[config.mk]
export PLATFORM = sky130hd
export DESIGN_NAME = keypad
export DESIGN_NICKNAME = d
export VERILOG_FILES = /design/src/rtl/keypad.sv
export SDC_FILE = /design/constraint.sdc
export NUM_CORES = 1
export LEC_CHECK = 0
export BUFFER_PORTS_ARGS = -buffer_cell sky130_fd_sc_hd__buf_2
export CORE_ASPECT_RATIO = 2
export CORE_MARGIN = 2
export CORE_UTILIZATION = 29
export DETAILED_ROUTE_END_ITERATION = 8
export PLACE_DENSITY = 0.52
export SLEW_MARGIN = 20
export SYNTH_ARGS = -nofsm -noshare
export SYNTH_HDL_FRONTEND = slang
export SYNTH_SLANG_ARGS = --single-unit
[constraint.sdc]
create_clock -name clk -period 7.8 [get_ports clk]
set_input_delay 1.56 -clock clk [delete_from_list [all_inputs] [get_ports clk]]
set_output_delay 1.56 -clock clk [all_outputs]
set_load 0.02 [all_outputs]
[src/rtl/keypad.sv]
// Decimal keypad front end: synchronizes and debounces a one-hot 10-key bus and
// shifts each accepted key, as a BCD digit, into a 4-digit entry register.
module keypad #(
  parameter int DEBOUNCE_CYCLES = 2
) (
  input  logic        clk,
  input  logic        reset_shift,
  input  logic [9:0]  keypad_buttons,
  output logic [15:0] keypad_values,
  output logic        shift_pulse
);

  localparam int CW = $clog2(DEBOUNCE_CYCLES + 1);
  localparam logic [CW-1:0] DC = CW'(DEBOUNCE_CYCLES);

  localparam logic [1:0] S_IDLE     = 2'd0;
  localparam logic [1:0] S_DEBOUNCE = 2'd1;
  localparam logic [1:0] S_HELD     = 2'd2;

  logic [9:0]    r_sync1;
  logic [9:0]    r_sync2;
  logic [1:0]    r_state;
  logic [3:0]    r_cand;
  logic [CW-1:0] r_cnt;
  logic [15:0]   r_values;
  logic          r_pulse;

  logic          w_zero;
  logic          w_valid;
  logic [3:0]    w_digit;
  logic [CW-1:0] w_cnt_inc;

  assign w_zero    = (r_sync2 == 10'h000);
  assign w_valid   = $onehot(r_sync2);
  assign w_cnt_inc = r_cnt + CW'(1);

  // One-hot to BCD; only meaningful when w_valid, so the encoder never sees multi-key input.
  always_comb begin
    w_digit = 4'd0;
    for (int i = 0; i < 10; i++) begin
      if (r_sync2[i]) w_digit = 4'(i);
    end
  end

  always_ff @(posedge clk) begin
    if (!reset_shift) begin
      r_sync1  <= 10'h000;
      r_sync2  <= 10'h000;
      r_state  <= S_IDLE;
      r_cand   <= 4'd0;
      r_cnt    <= '0;
      r_values <= 16'h0000;
      r_pulse  <= 1'b0;
    end else begin
      r_sync1 <= keypad_buttons;
      r_sync2 <= r_sync1;
      r_pulse <= 1'b0;
      case (r_state)
        S_IDLE: begin
          if (w_valid) begin
            r_cand <= w_digit;
            // A single-sample debounce accepts on the very first valid sample.
            if (DEBOUNCE_CYCLES == 1) begin
              r_values <= {r_values[11:0], w_digit};
              r_pulse  <= 1'b1;
              r_cnt    <= '0;
              r_state  <= S_HELD;
            end else begin
              r_cnt   <= CW'(1);
              r_state <= S_DEBOUNCE;
            end
          end
        end
        S_DEBOUNCE: begin
          if (w_valid && (w_digit == r_cand)) begin
            if (w_cnt_inc == DC) begin
              r_values <= {r_values[11:0], r_cand};
              r_pulse  <= 1'b1;
              r_cnt    <= '0;
              r_state  <= S_HELD;
            end else begin
              r_cnt <= w_cnt_inc;
            end
          end else begin
            r_cnt   <= '0;
            r_state <= S_IDLE;
          end
        end
        S_HELD: begin
          // Counter is reused to measure consecutive all-released samples.
          if (w_zero) begin
            if (w_cnt_inc == DC) begin
              r_cnt   <= '0;
              r_state <= S_IDLE;
            end else begin
              r_cnt <= w_cnt_inc;
            end
          end else begin
            r_cnt <= '0;
          end
        end
        default: begin
          r_cnt   <= '0;
          r_state <= S_IDLE;
        end
      endcase
    end
  end

  assign keypad_values = r_values;
  assign shift_pulse   = r_pulse;

endmodule

==> flow_metrics.env, run 1 <==
export IMPL_run_status="finished clean"
export IMPL_worst_pin_slew_ps=668
export IMPL_skew_ps=5.26
export IMPL_antenna_found_initial=0
export IMPL_grtUsageMet2_pct=19.4
export IMPL_synth_cells=193
export IMPL_crit_required_ps=7970
export IMPL_instances_no_fill=308
export IMPL_finalCritPeriodShare_pct=55.3
export IMPL_critPathKind="flip-flop to flip-flop"
export IMPL_cts_buffers=5
export IMPL_start_util_pct=30.1
export IMPL_grt_use_met3_pct=3.28
export IMPL_max_stage_delay_ps=520
export IMPL_cp_arrival_ps=4490
export IMPL_synth_area_mm2=0.00190
export IMPL_path_delay_family="adder cells"
export IMPL_antennaDiodeCount=0
export IMPL_multi_input_area_um2=915
export IMPL_cts_sinks=45
export IMPL_viasPerCell=4.33
export IMPL_worstPathCellList="fa_1 > fa_1 > inv_1 > fa_1 > inv_1 > ha_1 > inv_1 > fa_1 > a2111o_1 > a21oi_1 > o2111ai_1 > a221oi_4 > nand2_4 > mux2i_1"
export IMPL_die_x_um=61.2
export IMPL_dp_slack_ps=3490
export IMPL_core_area_mm2=0.00631
export IMPL_finalSetupViolations=0
export IMPL_fill_cells=666
export IMPL_period_minus_slack_ps=4320
export IMPL_synth_fp_nets=214
export IMPL_wl_per_cell_um=11.6
export IMPL_max_freq_mhz=232
export IMPL_clkPwrFrac_pct=41.6
export IMPL_startpoint_type="flip-flop"
export IMPL_first_global_vias=1295
export IMPL_final_setup_worst_slack_ps=3480
export IMPL_hpwl_um=2570
export IMPL_p_switching_uw=144
export IMPL_hold_violations=0
export IMPL_dp_cells=301
export IMPL_irDropWorstVdd_mv=0.116
export IMPL_drtPass1Iterations=4
export IMPL_die_area_mm2=0.00725
export IMPL_gr_max_usage_layer="met2"
export IMPL_grt_pass1_wl_um=6040
export IMPL_hold_slack_ps=425
export IMPL_regArea_um2=901
export IMPL_drv_slew=0
export IMPL_async_flop_share_pct=0
export IMPL_synth_edf_count=0
export IMPL_rows=41
export IMPL_final_cell_mix="dfxtp_1 (45), nand2_1 (29), buf_2 (28)"
export IMPL_route_detailed_drc=0
export IMPL_critPathMostFrequentCell="fa_1"
export IMPL_cts_resized=0
export IMPL_root_buffer="clkbuf_16"
export IMPL_antenna_left=0
export IMPL_vias=1335
export IMPL_htree_levels=2
export IMPL_cts_tree="built"
export IMPL_p_sw_share_pct=25.3
export IMPL_rsz0062_at_grt="no"
export IMPL_grt_max_degree=45
export IMPL_syn_avg_cell_area_um2=9.83
export IMPL_overflow=0
export IMPL_clock_path_buffers=2
export IMPL_nets=243
export IMPL_min_path_type="flip-flop to flip-flop"
export IMPL_layout_commonest_cell="dfxtp_1"
export IMPL_area_growth_syn_to_layout_pct=20.1
export IMPL_grtUsageTotal_pct=11.4
export IMPL_clkLatencyLatePin_ps=290
export IMPL_hold_buffers=0
export IMPL_synth_flop_cell="dfxtp_1"
export IMPL_p_leak_uw=0.00107
export IMPL_utilization_pct=36.1
export IMPL_yosys_warnings=0
export IMPL_grt_use_met1_pct=11.9
export IMPL_setup_tns_ps=0
export IMPL_ioPinCount=29
export IMPL_endpoint_kind="flip-flop"
export IMPL_synth_seq_area_share_pct=47.5
export IMPL_drive_above_1_share_pct=18.0
export IMPL_yosysUniqueCellTypes=38
export IMPL_p_per_area_mw_per_mm2=249
export IMPL_post_cts_setup_buffers=0
export IMPL_numPortBuffers=28
export IMPL_drv_cap=0
export IMPL_place_gp_congestion=0.746
export IMPL_path_clk_slew_ps=60
export IMPL_wl_um=3570
export IMPL_cp_slowest_cell="fa_1"
export IMPL_power_frac_seq_pct=44.5
export IMPL_ys_ff_latch=45
export IMPL_cp_max_fo=16
export IMPL_max_slew_margin_pct=55.5
export IMPL_internal_power_uw=424
export IMPL_die_height_um=118
export IMPL_drtIter0Drc=71
export IMPL_pwr_share_comb_pct=13.9
export IMPL_critical_path_buf_inv_count=3
-- routing by layer --
metal / part of all wire [%] / wire (um)
met2: 56 / 1990
met1: 38 / 1340
met3: 4.1 / 145
met4: 2.6 / 93
met5: 0 / 0
-- cell usage after synthesis, drive strengths merged (2+ instances only) --
cell type | count | area (um^2)
ha | 3 | 37.5
nor2b | 2 | 12.5
o311a | 2 | 20.0
and2 | 20 | 125
or4 | 2 | 18.8
nand2b | 3 | 18.8
dfxtp | 45 | 901
o21ai | 4 | 20.0
inv | 14 | 52.6
mux2i | 16 | 160
fa | 6 | 120
nand2 | 30 | 120
nor2 | 11 | 41.3
clkbuf | 5 | 18.8
a21oi | 9 | 45.0
-- sequential cells by signal, indices dropped and copies added (netlist names) --
signal         flops
r_cnt              2
r_sync2           10
r_state            2
r_sync1           10
r_cand             4
keypad_values     16
shift_pulse        1
-- final cells by class --
type                       count  area share, %
clock buffer                   5           5.49
timing repair buffer          28           6.15
tap                           86           4.72
inverter                      14           2.31
sequential                    45           39.5
multi-input combinational    128           40.1
clock inverter                 2           1.70
-- stage by stage --
stage	cell area (um^2)	power, uW
floorplan	1900	316
global placement	2120	337
detailed placement	2120	337
CTS	2280	576
global route	2280	600
finish	2280	568
-- kinds of logic after synthesis --
family,after synthesis,synth area share [%]
simple gates,77,21.2
flops,45,47.5
compound gates,26,10.3
buf+inv,20,4.35
mux,16,8.44
fa+ha+maj,9,8.31
-- power by group through the flow --
stage	sequential [uW]	combinational (uW)	clock, uW
2_1_floorplan	255	61.3	0
3_3_place_gp	258	78.6	0
3_5_place_dp	258	79.3	0
4_1_cts	253	80.5	242
5_1_grt	255	92.2	253
6_report	253	78.9	236
-- worst paths after layout --
check | from | end | slack, ps | cells after the start
min | r_sync1[4]$_SDFF_PN0_ | r_sync2[4]$_SDFF_PN0_ | 420 | 1
max reg2reg | r_sync2[1]$_SDFF_PN0_ | keypad_values[4]$_SDFFE_PN0P_ | 3480 | 14
min reg2reg | r_sync1[4]$_SDFF_PN0_ | r_sync2[4]$_SDFF_PN0_ | 420 | 1
max | r_sync2[1]$_SDFF_PN0_ | keypad_values[4]$_SDFFE_PN0P_ | 3480 | 14
No activity file was read; power rests on OpenSTA's default activity.
==> inputs of run 2 (changes only) <==
==> constraint.sdc (replaced) <==
create_clock -name clk -period 4.38 [get_ports clk]
set_input_delay 0.876 -clock clk [delete_from_list [all_inputs] [get_ports clk]]
set_output_delay 0.876 -clock clk [all_outputs]
set_load 0.02 [all_outputs]
==> flow_metrics.env, run 2 (same netlist as run 1, synthesis figures left out) <==
export IMPL_die_area_mm2=0.00725
export IMPL_htree_levels=2
export IMPL_hold_slack_ps=424
export IMPL_endpoint_kind="flip-flop"
export IMPL_cp_arrival_ps=4300
export IMPL_numPortBuffers=28
export IMPL_grtUsageTotal_pct=11.4
export IMPL_cp_max_fo=8
export IMPL_nets=249
export IMPL_wl_um=3710
export IMPL_run_status="finished clean"
export IMPL_final_cell_mix="dfxtp_1 (43), nand2_1 (29), buf_2 (28)"
export IMPL_largest_reg_flops=16
export IMPL_min_path_type="flip-flop to flip-flop"
export IMPL_instances_no_fill=315
export IMPL_antenna_found_initial=0
export IMPL_drive_above_1_share_pct=21.4
export IMPL_drv_cap=0
export IMPL_vias=1387
export IMPL_dp_cells=303
export IMPL_p_per_area_mw_per_mm2=428
export IMPL_drv_slew=0
export IMPL_antennaDiodeCount=0
export IMPL_setup_tns_ps=0
export IMPL_max_slew_margin_pct=54.2
export IMPL_cts_buffers=5
export IMPL_grt_max_degree=45
export IMPL_regArea_um2=903
export IMPL_path_clk_slew_ps=60
export IMPL_clkLatencyLatePin_ps=290
export IMPL_final_setup_worst_slack_ps=247
export IMPL_period_minus_slack_ps=4130
export IMPL_overflow=0
export IMPL_worst_pin_slew_ps=687
export IMPL_fill_cells=673
export IMPL_finalCritPeriodShare_pct=94.4
export IMPL_wl_per_cell_um=11.8
export IMPL_rows=41
export IMPL_die_x_um=61.2
export IMPL_max_freq_mhz=242
export IMPL_hold_buffers=0
export IMPL_finalSetupViolations=0
export IMPL_hpwl_um=2610
export IMPL_core_area_mm2=0.00631
export IMPL_viasPerCell=4.40
export IMPL_place_gp_congestion=0.767
export IMPL_ioPinCount=29
export IMPL_drtIter0Drc=38
export IMPL_dp_slack_ps=221
export IMPL_crit_required_ps=4550
export IMPL_area_growth_syn_to_layout_pct=22.3
export IMPL_irDropWorstVdd_mv=0.236
export IMPL_clock_path_buffers=2
export IMPL_hold_violations=0
export IMPL_cts_sinks=45
export IMPL_critPathKind="flip-flop to flip-flop"
export IMPL_cts_tree="built"
export IMPL_startpoint_type="flip-flop"
export IMPL_p_leak_uw=0.00110
export IMPL_route_detailed_drc=0
export IMPL_antenna_left=0
export IMPL_root_buffer="clkbuf_16"
export IMPL_die_height_um=118
export IMPL_grt_pass1_wl_um=6170
export IMPL_start_util_pct=30.1
export IMPL_utilization_pct=36.8
export IMPL_first_global_vias=1329
export IMPL_skew_ps=9.15
export IMPL_drtPass1Iterations=4
export IMPL_multi_input_area_um2=926
export IMPL_layout_commonest_cell="dfxtp_1"
==> run 2: cell type report <==
| type | count | share of cell area (%) |
|---|---|---|
| multi-input combinational | 129 | 39.9 |
| sequential | 45 | 38.9 |
| timing repair buffer | 33 | 7.65 |
| clock buffer | 6 | 5.98 |
| tap | 86 | 4.63 |
| inverter | 14 | 2.26 |
| clock inverter | 2 | 0.700 |
==> run 2: path summary, 6_finish.rpt <==
path | startpoint | end | slack (ps) | cells past startpoint
hold reg to reg | r_sync1[4]$_SDFF_PN0_ | r_sync2[4]$_SDFF_PN0_ | 420 | 1
setup reg to reg | r_sync2[7]$_SDFF_PN0_ | keypad_values[6]$_SDFFE_PN0P_ | 250 | 15
setup / recovery | r_sync2[7]$_SDFF_PN0_ | keypad_values[6]$_SDFFE_PN0P_ | 250 | 15
hold / removal | r_sync1[4]$_SDFF_PN0_ | r_sync2[4]$_SDFF_PN0_ | 420 | 1
==> run 2: layer usage <==
| layer | global-route usage (%) | wire length, um |
|---|---|---|
| met5 | 0 | 0 |
| met4 | 5.84 | 100 |
| met3 | 2.63 | 140 |
| met2 | 19.9 | 2120 |
| met1 | 11.9 | 1350 |
==> run 2: through the flow <==
stage	instance area [um^2]	total power [uW]
2_1_floorplan	1900	563
3_3_place_gp	2130	612
3_5_place_dp	2130	613
4_1_cts	2290	1000
5_1_grt	2320	1060
6_report	2320	993
==> run 2: repair_timing <==
item / in CTS / in global routing
resized for setup: 0 / 3
buffers inserted: 0 / 3
setup endpoints to repair: 0 / 16
==> run 2: worst max-delay path, stage by stage (launching register included) <==
cell and delay [ps]:
dfxtp_1 410, fa_1 480, fa_1 510, inv_1 50, fa_1 430, inv_1 70, ha_1 160, inv_1 50
fa_1 380, a2111o_1 390, a21oi_1 200, o2111ai_1 180, a221oi_4 280, buf_4 170, nand2_4 100, mux2i_1 160
==> run 2: power breakdown <==
group          internal, uW  switching [uW]  leakage (uW)
Clock                   229             156     0.0000735
Sequential              431            20.0      0.000368
Combinational          67.4            90.0      0.000660
